===== config.mk =====
export PLATFORM = sky130hd
export DESIGN_NAME = snake_body_engine
export DESIGN_NICKNAME = d
export VERILOG_FILES = /design/src/rtl/snake_pkg.sv /design/src/rtl/snake_next_cell.sv /design/src/rtl/snake_body_engine.sv
export SDC_FILE = /design/constraint.sdc
export NUM_CORES = 1
export LEC_CHECK = 0
export ABC_AREA = 1
export BUFFER_PORTS_ARGS = -buffer_cell sky130_fd_sc_hd__buf_2
export CORE_UTILIZATION = 50
export CTS_CLUSTER_DIAMETER = 150
export DETAILED_ROUTE_END_ITERATION = 6
export PLACE_DENSITY = 0.67
export SYNTH_ARGS = -nofsm -noshare
export SYNTH_HDL_FRONTEND = slang
export SYNTH_SLANG_ARGS = --single-unit

===== constraint.sdc =====
create_clock -name clk -period 4.6 [get_ports clk]
set_clock_uncertainty 0.15 [all_clocks]
set_input_delay 0.23 -clock clk [delete_from_list [all_inputs] [get_ports clk]]
set_output_delay 0.23 -clock clk [all_outputs]
set_load 0.005 [all_outputs]

===== src/rtl/snake_pkg.sv =====
// Shared constants and types for the snake body engine and its helpers.
package snake_pkg;

  localparam int COORD_W = 3;
  localparam int GRID_N  = 8;

  localparam logic [1:0] DIR_UP    = 2'b00;
  localparam logic [1:0] DIR_RIGHT = 2'b01;
  localparam logic [1:0] DIR_DOWN  = 2'b10;
  localparam logic [1:0] DIR_LEFT  = 2'b11;

  typedef enum logic [1:0] {
    IDLE  = 2'd0,
    CHECK = 2'd1,
    MOVE  = 2'd2,
    DEAD  = 2'd3
  } state_e;

endpackage


===== src/rtl/snake_next_cell.sv =====
// Combinational neighbour-cell calculator on the 8x8 torus: one step from
// (x,y) in direction dir, wrapping 7->0 and 0->7 on either axis.
module snake_next_cell
  import snake_pkg::*;
(
  input  logic [COORD_W-1:0] x_i,
  input  logic [COORD_W-1:0] y_i,
  input  logic [1:0]         dir_i,
  output logic [COORD_W-1:0] x_o,
  output logic [COORD_W-1:0] y_o
);

  // Coordinates are exactly 3 bits wide, so natural overflow is the wrap.
  always_comb begin
    x_o = x_i;
    y_o = y_i;
    case (dir_i)
      DIR_UP:    y_o = y_i - 1'b1;
      DIR_RIGHT: x_o = x_i + 1'b1;
      DIR_DOWN:  y_o = y_i + 1'b1;
      DIR_LEFT:  x_o = x_i - 1'b1;
      default:   x_o = x_i;
    endcase
  end

endmodule


===== src/rtl/snake_body_engine.sv =====
// Snake body engine: keeps the body as a ring buffer of segments plus a
// registered 8x8 occupancy bitmap, proposes the next head cell to the
// collision detector, then commits the move, grows, or dies.
module snake_body_engine
  import snake_pkg::*;
#(
  parameter int MAX_LEN  = 16,
  parameter int INIT_LEN = 3,
  parameter int INIT_X   = 3,
  parameter int INIT_Y   = 3
) (
  input  logic                       clk,
  input  logic                       rst_n,
  input  logic                       step,
  input  logic [1:0]                 dir_in,
  input  logic                       grow,
  input  logic                       restart,
  input  logic                       collide_in,
  output logic [COORD_W-1:0]         next_x,
  output logic [COORD_W-1:0]         next_y,
  output logic                       check_valid,
  output logic [GRID_N-1:0]          row1,
  output logic [GRID_N-1:0]          row2,
  output logic [GRID_N-1:0]          row3,
  output logic [GRID_N-1:0]          row4,
  output logic [GRID_N-1:0]          row5,
  output logic [GRID_N-1:0]          row6,
  output logic [GRID_N-1:0]          row7,
  output logic [GRID_N-1:0]          row8,
  output logic [COORD_W-1:0]         head_x,
  output logic [COORD_W-1:0]         head_y,
  output logic [$clog2(MAX_LEN):0]   length,
  output logic                       step_done,
  output logic                       dead
);

  localparam int PTR_W = $clog2(MAX_LEN);
  localparam int LEN_W = PTR_W + 1;

  // Start image: segment k of the ring holds body cell (INIT_LEN-1-k), so the
  // tail sits at slot 0 and the head at slot INIT_LEN-1.
  function automatic logic [COORD_W-1:0] init_seg_x(int k);
    return COORD_W'(INIT_X - (INIT_LEN - 1 - k));
  endfunction

  function automatic logic [GRID_N-1:0] init_row(int y);
    logic [GRID_N-1:0] r;
    r = '0;
    if (y == INIT_Y) begin
      for (int i = 0; i < INIT_LEN; i++) begin
        r[COORD_W'(GRID_N - 1 - INIT_X + i)] = 1'b1;
      end
    end
    return r;
  endfunction

  // A request for the exact reverse of the current heading is ignored.
  function automatic logic [1:0] opposite_dir(logic [1:0] d);
    logic [1:0] o;
    case (d)
      DIR_UP:    o = DIR_DOWN;
      DIR_RIGHT: o = DIR_LEFT;
      DIR_DOWN:  o = DIR_UP;
      default:   o = DIR_RIGHT;
    endcase
    return o;
  endfunction

  state_e               state_q;
  logic [1:0]           cur_dir_q;
  logic                 grow_pend_q;
  logic [COORD_W-1:0]   nx_q, ny_q;
  logic [COORD_W-1:0]   head_x_q, head_y_q;
  logic [PTR_W-1:0]     head_ptr_q, tail_ptr_q;
  logic [LEN_W-1:0]     len_q;
  logic                 check_valid_q, step_done_q, dead_q;
  logic [COORD_W-1:0]   seg_x_q [MAX_LEN];
  logic [COORD_W-1:0]   seg_y_q [MAX_LEN];
  logic [GRID_N-1:0]    grid_q  [GRID_N];

  logic [1:0]           dir_d;
  logic [COORD_W-1:0]   cand_x, cand_y;
  logic                 commit;
  logic                 do_grow;
  logic [PTR_W-1:0]     head_ptr_nxt;
  logic [COORD_W-1:0]   tail_x, tail_y;

  assign dir_d        = (dir_in == opposite_dir(cur_dir_q)) ? cur_dir_q : dir_in;
  assign commit       = (state_q == CHECK) && !collide_in;
  assign do_grow      = grow_pend_q && (len_q < LEN_W'(MAX_LEN));
  assign head_ptr_nxt = head_ptr_q + 1'b1;
  assign tail_x       = seg_x_q[tail_ptr_q];
  assign tail_y       = seg_y_q[tail_ptr_q];

  snake_next_cell u_next_cell (
    .x_i   (head_x_q),
    .y_i   (head_y_q),
    .dir_i (dir_d),
    .x_o   (cand_x),
    .y_o   (cand_y)
  );

  // Game-step FSM. The commit is registered on leaving CHECK, so the new
  // bitmap, head and step_done are all visible during the single MOVE cycle.
  always_ff @(posedge clk or negedge rst_n) begin
    if (!rst_n) begin
      state_q       <= IDLE;
      cur_dir_q     <= DIR_RIGHT;
      grow_pend_q   <= 1'b0;
      nx_q          <= COORD_W'(INIT_X);
      ny_q          <= COORD_W'(INIT_Y);
      head_x_q      <= COORD_W'(INIT_X);
      head_y_q      <= COORD_W'(INIT_Y);
      head_ptr_q    <= PTR_W'(INIT_LEN - 1);
      tail_ptr_q    <= '0;
      len_q         <= LEN_W'(INIT_LEN);
      check_valid_q <= 1'b0;
      step_done_q   <= 1'b0;
      dead_q        <= 1'b0;
    end else if (restart) begin
      state_q       <= IDLE;
      cur_dir_q     <= DIR_RIGHT;
      grow_pend_q   <= 1'b0;
      nx_q          <= COORD_W'(INIT_X);
      ny_q          <= COORD_W'(INIT_Y);
      head_x_q      <= COORD_W'(INIT_X);
      head_y_q      <= COORD_W'(INIT_Y);
      head_ptr_q    <= PTR_W'(INIT_LEN - 1);
      tail_ptr_q    <= '0;
      len_q         <= LEN_W'(INIT_LEN);
      check_valid_q <= 1'b0;
      step_done_q   <= 1'b0;
      dead_q        <= 1'b0;
    end else begin
      step_done_q <= 1'b0;
      case (state_q)
        IDLE: begin
          if (step) begin
            grow_pend_q   <= grow;
            cur_dir_q     <= dir_d;
            nx_q          <= cand_x;
            ny_q          <= cand_y;
            check_valid_q <= 1'b1;
            state_q       <= CHECK;
          end
        end
        CHECK: begin
          check_valid_q <= 1'b0;
          if (collide_in) begin
            dead_q  <= 1'b1;
            state_q <= DEAD;
          end else begin
            head_x_q    <= nx_q;
            head_y_q    <= ny_q;
            head_ptr_q  <= head_ptr_nxt;
            step_done_q <= 1'b1;
            state_q     <= MOVE;
            if (do_grow) begin
              len_q <= len_q + 1'b1;
            end else begin
              tail_ptr_q <= tail_ptr_q + 1'b1;
            end
          end
        end
        MOVE: begin
          state_q <= IDLE;
        end
        DEAD: begin
          state_q <= DEAD;
        end
        default: begin
          state_q <= IDLE;
        end
      endcase
    end
  end

  // Segment ring: reload the start image, otherwise append the new head.
  always_ff @(posedge clk or negedge rst_n) begin
    if (!rst_n) begin
      for (int k = 0; k < MAX_LEN; k++) begin
        seg_x_q[PTR_W'(k)] <= init_seg_x(k);
        seg_y_q[PTR_W'(k)] <= COORD_W'(INIT_Y);
      end
    end else if (restart) begin
      for (int k = 0; k < MAX_LEN; k++) begin
        seg_x_q[PTR_W'(k)] <= init_seg_x(k);
        seg_y_q[PTR_W'(k)] <= COORD_W'(INIT_Y);
      end
    end else if (commit) begin
      seg_x_q[head_ptr_nxt] <= nx_q;
      seg_y_q[head_ptr_nxt] <= ny_q;
    end
  end

  // Occupancy bitmap: bit (7-x) of row y, i.e. index ~x. The tail is cleared
  // before the head is set so the head always wins if they ever coincide.
  always_ff @(posedge clk or negedge rst_n) begin
    if (!rst_n) begin
      for (int y = 0; y < GRID_N; y++) begin
        grid_q[COORD_W'(y)] <= init_row(y);
      end
    end else if (restart) begin
      for (int y = 0; y < GRID_N; y++) begin
        grid_q[COORD_W'(y)] <= init_row(y);
      end
    end else if (commit) begin
      if (!do_grow) begin
        grid_q[tail_y][~tail_x] <= 1'b0;
      end
      grid_q[ny_q][~nx_q] <= 1'b1;
    end
  end

  assign next_x      = nx_q;
  assign next_y      = ny_q;
  assign check_valid = check_valid_q;
  assign head_x      = head_x_q;
  assign head_y      = head_y_q;
  assign length      = len_q;
  assign step_done   = step_done_q;
  assign dead        = dead_q;
  assign row1        = grid_q[0];
  assign row2        = grid_q[1];
  assign row3        = grid_q[2];
  assign row4        = grid_q[3];
  assign row5        = grid_q[4];
  assign row6        = grid_q[5];
  assign row7        = grid_q[6];
  assign row8        = grid_q[7];

endmodule


==> results of run 1 <==
synthesized netlist by cell type, drive strengths merged (3+ instances only):
| library cell | n | area [um2] |
|---|---|---|
| nand2 | 324 | 1260 |
| inv | 149 | 559 |
| o21ai | 147 | 736 |
| nand3 | 87 | 460 |
| edfxtp | 80 | 2400 |
| dfrtp | 73 | 1830 |
| nor2 | 54 | 253 |
| dfstp | 40 | 1050 |
| a21oi | 39 | 195 |
| nor3 | 23 | 120 |
| buf | 20 | 126 |
| o22ai | 19 | 119 |
| clkbuf | 15 | 56.3 |
| ha | 7 | 87.6 |
| nand4 | 4 | 37.5 |
| o21bai | 4 | 30.0 |
| o211ai | 3 | 22.5 |
| xnor2 | 3 | 26.3 |
metal layers:
layer  up-vias  part of all wire  routed length [um]  global-route usage
li1       3796                 -                   -                   -
met1      3840              0.45               11600               0.391
met2       310              0.47               12300               0.443
met3        41             0.059                1520              0.0447
met4         0             0.020                 524              0.0891
met5         -                 0                   0                   0
layout make-up:
type | count | area (um2) | share of cell area
Sequential cell | 193 | 5280 | 0.488
Multi-Input combinational cell | 726 | 3470 | 0.320
Timing Repair Buffer | 106 | 583 | 0.0539
Inverter | 150 | 563 | 0.0520
Clock buffer | 20 | 458 | 0.0423
Tap cell | 234 | 293 | 0.0270
Clock inverter | 12 | 180 | 0.0166
how the worst min path moves through the flow:
stage	to	startpoint	slack, ns	cells after the start
2_1_floorplan	check_valid	rst_n	-0.22	0
3_3_place_gp	seg_x_q[42]	rst_n	0.17	1
3_5_place_dp	seg_x_q[42]	rst_n	0.17	1
4_1_cts	cur_dir_q[1]	dir_in[1]	0.20	5
5_1_grt	state_q[1]	restart	0.29	2
6_report	cur_dir_q[1]	dir_in[1]	0.20	5
per-stage QoR:
step	power [mW]	utilization	setup WS [ns]	std cells
4_1_cts	3.94	0.581	1.56	1441
3_3_place_gp	2.34	0.544	1.69	1404
2_1_floorplan	2.18	-	2.17	1104
3_5_place_dp	2.35	0.544	1.63	1404
6_report	3.93	0.581	1.57	1441
5_1_grt	4.06	0.581	1.30	1441
worst reg2reg max path, cell delays in order (launching register included):
cell	delay (ns)
dfrtp_1	0.41
nor3_2	0.34
inv_1	0.43
nor2_2	0.22
nand2_1	0.25
inv_1	0.51
buf_4	0.37
logic make-up after synthesis:
logic type | count (synthesis) | synth area share
compound gates | 219 | 0.122
xor+xnor | 4 | 0.00369
fa+ha+maj | 9 | 0.0135
simple gates | 494 | 0.226
buf+inv | 185 | 0.0786
flops | 193 | 0.557
where the power goes:
part | leakage [nW] | internal (mW) | switching [mW]
Sequential | 2.15 | 1.84 | 0.0516
Clock | 0.306 | 0.947 | 0.655
Combinational | 2.58 | 0.108 | 0.322
sequential cells by signal, indices dropped and copies added, names as in the netlist:
register,cells
row3,8
row5,8
grow_pend_q,1
head_x,3
check_valid,1
row6,8
seg_y_q,48
cur_dir_q,2
head_ptr_q,4
row1,8
dead,1
step_done,1
seg_x_q,48
next_x,3
row4,8
tail_ptr_q,4
length,5
row8,8
state_q,2
row7,8
next_y,3
head_y,3
row2,8
==> key figures, run 1 <==
Timing
  – Max Clock Freq: 0.330 GHz
  – RSZ-0062 raised after global routing: no
  – Fin crit period: 3.03 ns
  – Setup TNS: 0 ns
  – Pins over their slew limit: 0
  – Final hold vios: 0
  – Period utilisation layout: 0.659
  – Worst Tran Pin Value: 1.05 ns
  – Final setup vio count: 0
  – Slew margin rel.: 0.299
  – Final hold slack: 0.198 ns

Routing
  – DR DRC count: 0
  – DRT Pass-1 Iters: 6
  – Routed WL: 26,000 um
  – Routed vias/inst: between 5 and 6
  – 1st-iter DRT viols: between 600 and 700
  – Antenna-violating nets left: 0
  – DR vias: roughly 8,000
  – Post-DR wirelength/cell: 18.0 um

Setup path
  – Worst path bufs/invs: 5
  – CP Cell Sequence: dlygate4sd3_1 > buf_2 > nor3_2 > inv_1 > nor2_2 > nand2_1 > inv_1 > buf_4
  – Reg2Reg Setup Slack: around 1.6 ns
  – R2r startpoint: state_q[1]
  – Instance count on the critical path: 8
  – Worst R2R End: row5[7]
  – CP delay by family, top: buffers and inverters
  – Critical Path Start: collide_in
  – Worst reg2reg path depth: 6
  – Nature of the critical path startpoint: input pin
  – Endpoint class of the critical path: flip-flop
  – Crit path max-delay cell type: dlygate4sd3_1
  – Critical path required time: 4.56 ns
  – Crit Path Max Fanout: 22
  – Critical path type: input pin to flip-flop
  – Most frequent CP cell: inv_1
  – Crit-path max cell delay: 0.53 ns
  – Worst setup path end: row5[7]
  – Worst Path Arrival: 2.99 ns

Global route
  – Vias in the first global route: 7,662
  – Total GRT Usage: 0.278
  – Largest net degree at the start of global routing: 61
  – Grt ovf: 0
  – Antenna violations before repair: 0
  – First-pass GRT wire length: 41,800 um

Placement
  – Routability cong.: 0.852
  – Port Buffer Count: 91
  – Post-detail-place hpwl: roughly 17,000 um
  – Area of placed instances: 10,100 um2

Final layout
  – Commonest non-fill, non-tap cell in the layout: nand2_1
  – ANT cells: 0
  – Syn-to-layout area delta: 14.1%
  – Commonest cells after routing, fill and taps aside: nand2_1, inv_1, buf_2
  – # nets final: 1,211
  – Final instance area: 10,800 um2
  – Layout fillers: 1,669
  – Layout cells sized above 1: 0.180

Die
  – Chip width: about 140 um
  – Placement Rows: 50
  – Initial core utilization: 0.509
  – Core Area: 18,600 um2
  – DIE HEIGHT: 140 um
  – Die ar.: 19,500 um2
  – IO Count: between 90 and 100

Clocking
  – Clock sinks: 193
  – Post-CTS Setup Bufs: 0
  – H-Tree Level Count: 4
  – CTS Hold Bufs: 5
  – Clk buf depth: 2
  – Clk Tree Root Cell: clkbuf_16
  – Post-cts sizing count: 0
  – Clock buffer count from CTS: 17
  – Worst skew pair latency: 0.43 ns
  – CTS tree: done
  – Clock transition at the registers of the reported paths: approximately 0.07 ns

Logic synthesis
  – Async SR Flop Fraction: 0.585
  – Flip-flop cell with the highest count after synthesis: edfxtp_1
  – Syn Std Cell Area: approximately 9500 um2
  – Yosys warns: 0
  – Seq cells post-synth: around 190
  – Sequential share of the synthesized area: 0.557
  – Mean post-synth cell area: 8.59 um2
  – Net Count, Synth: around 1,100
  – Gate Count Post-Synth: 1,104
  – Post-synth EDFFs: 80
  – Synth cell types: 38

Run
  – Max-Cap Viols: 0

Power
  – Worst vdd ir: 271 uV
  – Leak pwr: a little over 5 nW
  – Pwr/cell area: between 300 and 400 nW/um2

Run status
  – Outcome: complete, no violations

Worst hold path
  – Hold Path Class: input pin to flip-flop
Note: power is estimated with default switching activity, not from simulation.
==> run 2, diff against run 1 <==
- clock period: 4.6 -> 3 ns (I/O delays scaled with it)
==> run 2 against run 1 <==
  * Worst setup slack worse by 1.1 ns
  * Power up 46%
  * Sequential power up 53%
  * Core utilization up 0.81 points
  * Sequential share of layout area down 0.67 points
  * Clock-buffer cell count up 1
  * First-iteration DRC count up 14%
  * Cell count up 2.2%
  * Register-to-register slack worse by 1.2 ns
  * Combinational power up 62%
  * Critical endpoint is now row6[1]
  * Largest cell class unchanged
==> key figures, run 2 (synthesis gave the netlist of run 1 again) <==
Run status
  – Outcome: complete, no violations (unchanged)

Die
  – IO Count: 92 (unchanged)
  – Placement Rows: 50 (unchanged)
  – Core Area: 18,600 um2 (unchanged)
  – Die ar.: 19,500 um2 (unchanged)
  – Initial core utilization: 0.509 (unchanged)
  – DIE HEIGHT: 140 um (unchanged)
  – Chip width: 140 um (unchanged)

Timing
  – Final hold slack: 0.0986 ns (was 0.198 ns)
  – RSZ-0062 raised after global routing: no (unchanged)
  – Fin crit period: 2.57 ns
  – Slew margin rel.: 0.451 (was 0.299)
  – Pins over their slew limit: 0 (unchanged)
  – Final setup vio count: 0 (unchanged)
  – Max Clock Freq: 0.389 GHz
  – Final hold vios: 0 (unchanged)
  – Worst Tran Pin Value: 0.824 ns (was 1.05 ns)
  – Period utilisation layout: 0.857
  – Setup TNS: 0 ns (unchanged)

Power
  – Logic pwr share: 0.122 (was 0.109)
  – Sw Ratio: 0.276 (was 0.262)
  – Power share of the clock group: 0.374 (was 0.408)
  – Flop pwr share: 0.504 (was 0.483)
  – Post-layout total power: 5.74 mW (was 3.93 mW)
  – Pwr/cell area: 523 nW/um2 (was 363 nW/um2)
  – Power Internal: 4.16 mW (was 2.90 mW)
  – Psw: 1.58 mW (was 1.03 mW)
  – Leak pwr: 5.15 nW (was 5.03 nW)
  – Worst vdd ir: 409 uV (was 271 uV)

Routing
  – DRT Pass-1 Iters: 5 (was 6)
  – Top layer in use: met4 (unchanged)
  – DR DRC count: 0 (unchanged)
  – Met3 routed WL: 1650 um (was 1520 um)
  – Routed vias/inst: 5.45 (was 5.54)
  – Routed WL: 26,300 um (was 26,000 um)
  – DR vias: 8,032 (was 7,987)
  – Metal-1 WL: 11,400 um (was 11,600 um)
  – Routed met2 length: 12,500 um (was 12,300 um)
  – Antenna-violating nets left: 0 (unchanged)
  – 1st-iter DRT viols: 752 (was 657)
  – Post-DR wirelength/cell: 17.8 um (was 18.0 um)

Worst hold path
  – Hold Path Class: input pin to flip-flop (unchanged)

Global route
  – Largest net degree at the start of global routing: 64 (was 61)
  – Antenna violations before repair: 0 (unchanged)
  – Vias in the first global route: 7,878 (was 7,662)
  – Grt ovf: 0 (unchanged)
  – Total GRT Usage: 0.283 (was 0.278)
  – First-pass GRT wire length: 42,100 um (was 41,800 um)

Placement
  – Port Buffer Count: 91 (unchanged)
  – Cells after DPL: 1,436 (was 1,404)
  – Post-detail-place hpwl: 18,100 um (was 17,300 um)
  – Routability cong.: 0.856 (was 0.852)

Setup path
  – Worst reg2reg path depth: 9 (was 6)
  – Worst Path Arrival: 2.60 ns (was 2.99 ns)
  – Reg2Reg Setup Slack: 0.43 ns (was 1.59 ns)
  – Crit Path Max Fanout: 26 (was 22)
  – Endpoint class of the critical path: flip-flop (unchanged)
  – Worst R2R End: row6[1] (was row5[7])
  – R2r startpoint: tail_ptr_q[1] (was state_q[1])
  – Worst setup path end: row6[1] (was row5[7])
  – Nature of the critical path startpoint: flip-flop (was input pin)
  – Critical Path Start: tail_ptr_q[1] (was collide_in)
  – Critical path type: flip-flop to flip-flop (was input pin to flip-flop)
  – Critical path required time: 3.03 ns (was 4.56 ns)

Run
  – Max-Cap Viols: 0 (unchanged)

Final layout
  – Post-layout util: 0.589 (was 0.581)
  – Commonest non-fill, non-tap cell in the layout: nand2_1 (unchanged)
  – ANT cells: 0 (unchanged)
  – Top Registers: seg_x_q x48, seg_y_q x48 (unchanged)
  – Fin cells: 1,473 (was 1,441)
  – # nets final: 1,243 (was 1,211)
  – Commonest cells after routing, fill and taps aside: nand2_1, inv_1, buf_2 (unchanged)
  – Layout cells sized above 1: 0.201 (was 0.180)
  – Syn-to-layout area delta: 15.7% (was 14.1%)

Clocking
  – Worst skew pair latency: 0.44 ns (was 0.43 ns)
  – Clock buffer count from CTS: 17 (unchanged)
  – CTS tree: done (unchanged)
  – H-Tree Level Count: 4 (unchanged)
  – Clk buf depth: 2 (unchanged)
  – Clk Tree Root Cell: clkbuf_16 (unchanged)
  – Clock transition at the registers of the reported paths: 0.07 ns (about the same)
  – Clock sinks: 193 (unchanged)
[run 2: worst min-delay path by stage]
stage               depth (start not counted)  slack [ns]      endpoint      start
floorplan                                   0       -0.30   check_valid      rst_n
global placement                            2        0.21     next_y[2]      rst_n
detailed placement                          2        0.21     next_y[2]      rst_n
CTS                                         5        0.11  cur_dir_q[1]  dir_in[1]
global route                                2        0.19    state_q[1]    restart
finish                                      5         0.1  cur_dir_q[1]  dir_in[1]
[run 2: power by group through the flow]
stage	registers [mW]	logic [mW]	clock network (mW)
after CTS	2.89	0.695	2.18
after floorplan	2.92	0.416	0
after detailed placement	2.95	0.685	0
after global placement	2.94	0.677	0
final	2.90	0.698	2.15
after global routing	2.90	0.774	2.26
[run 2: worst max-delay path: stages (launching register included)]
cell and delay [ns]:
dfrtp_1 0.39, inv_2 0.38, buf_4 0.21, nand3_1 0.07, nand3_1 0.07, nand3_1 0.12
nand2_2 0.21, nand3_1 0.31, o21ai_0 0.30, o21ai_1 0.10
[run 2: metrics by stage]
stage	setup slack [ns]	area, um2
2_1_floorplan	0.570	9490
3_3_place_gp	0.561	10400
3_5_place_dp	0.519	10400
4_1_cts	0.434	11000
5_1_grt	0.210	11000
6_report	0.430	11000
[run 2: routing by layer]
layer / up-vias / global-route usage
li1: 3869 / -
met1: 3800 / 0.379
met2: 312 / 0.462
met3: 51 / 0.0434
met4: 0 / 0.115
met5: - / 0
[run 2: cell type report]
| class | count | area (um2) |
|---|---|---|
| multi-input cells | 726 | 3470 |
| clock buffers | 21 | 472 |
| clock inverters | 11 | 77.6 |
| flip-flops and latches | 193 | 5280 |
| repair buffers | 138 | 823 |
| well taps | 234 | 293 |
| inverters | 150 | 563 |
| fillers | 1722 | 7670 |
[run 2: timing repair]
action,in CTS,in global routing
hold endpoints to repair,82,0
gates resized for setup,0,0
setup buffers,0,0
hold buffers,5,0
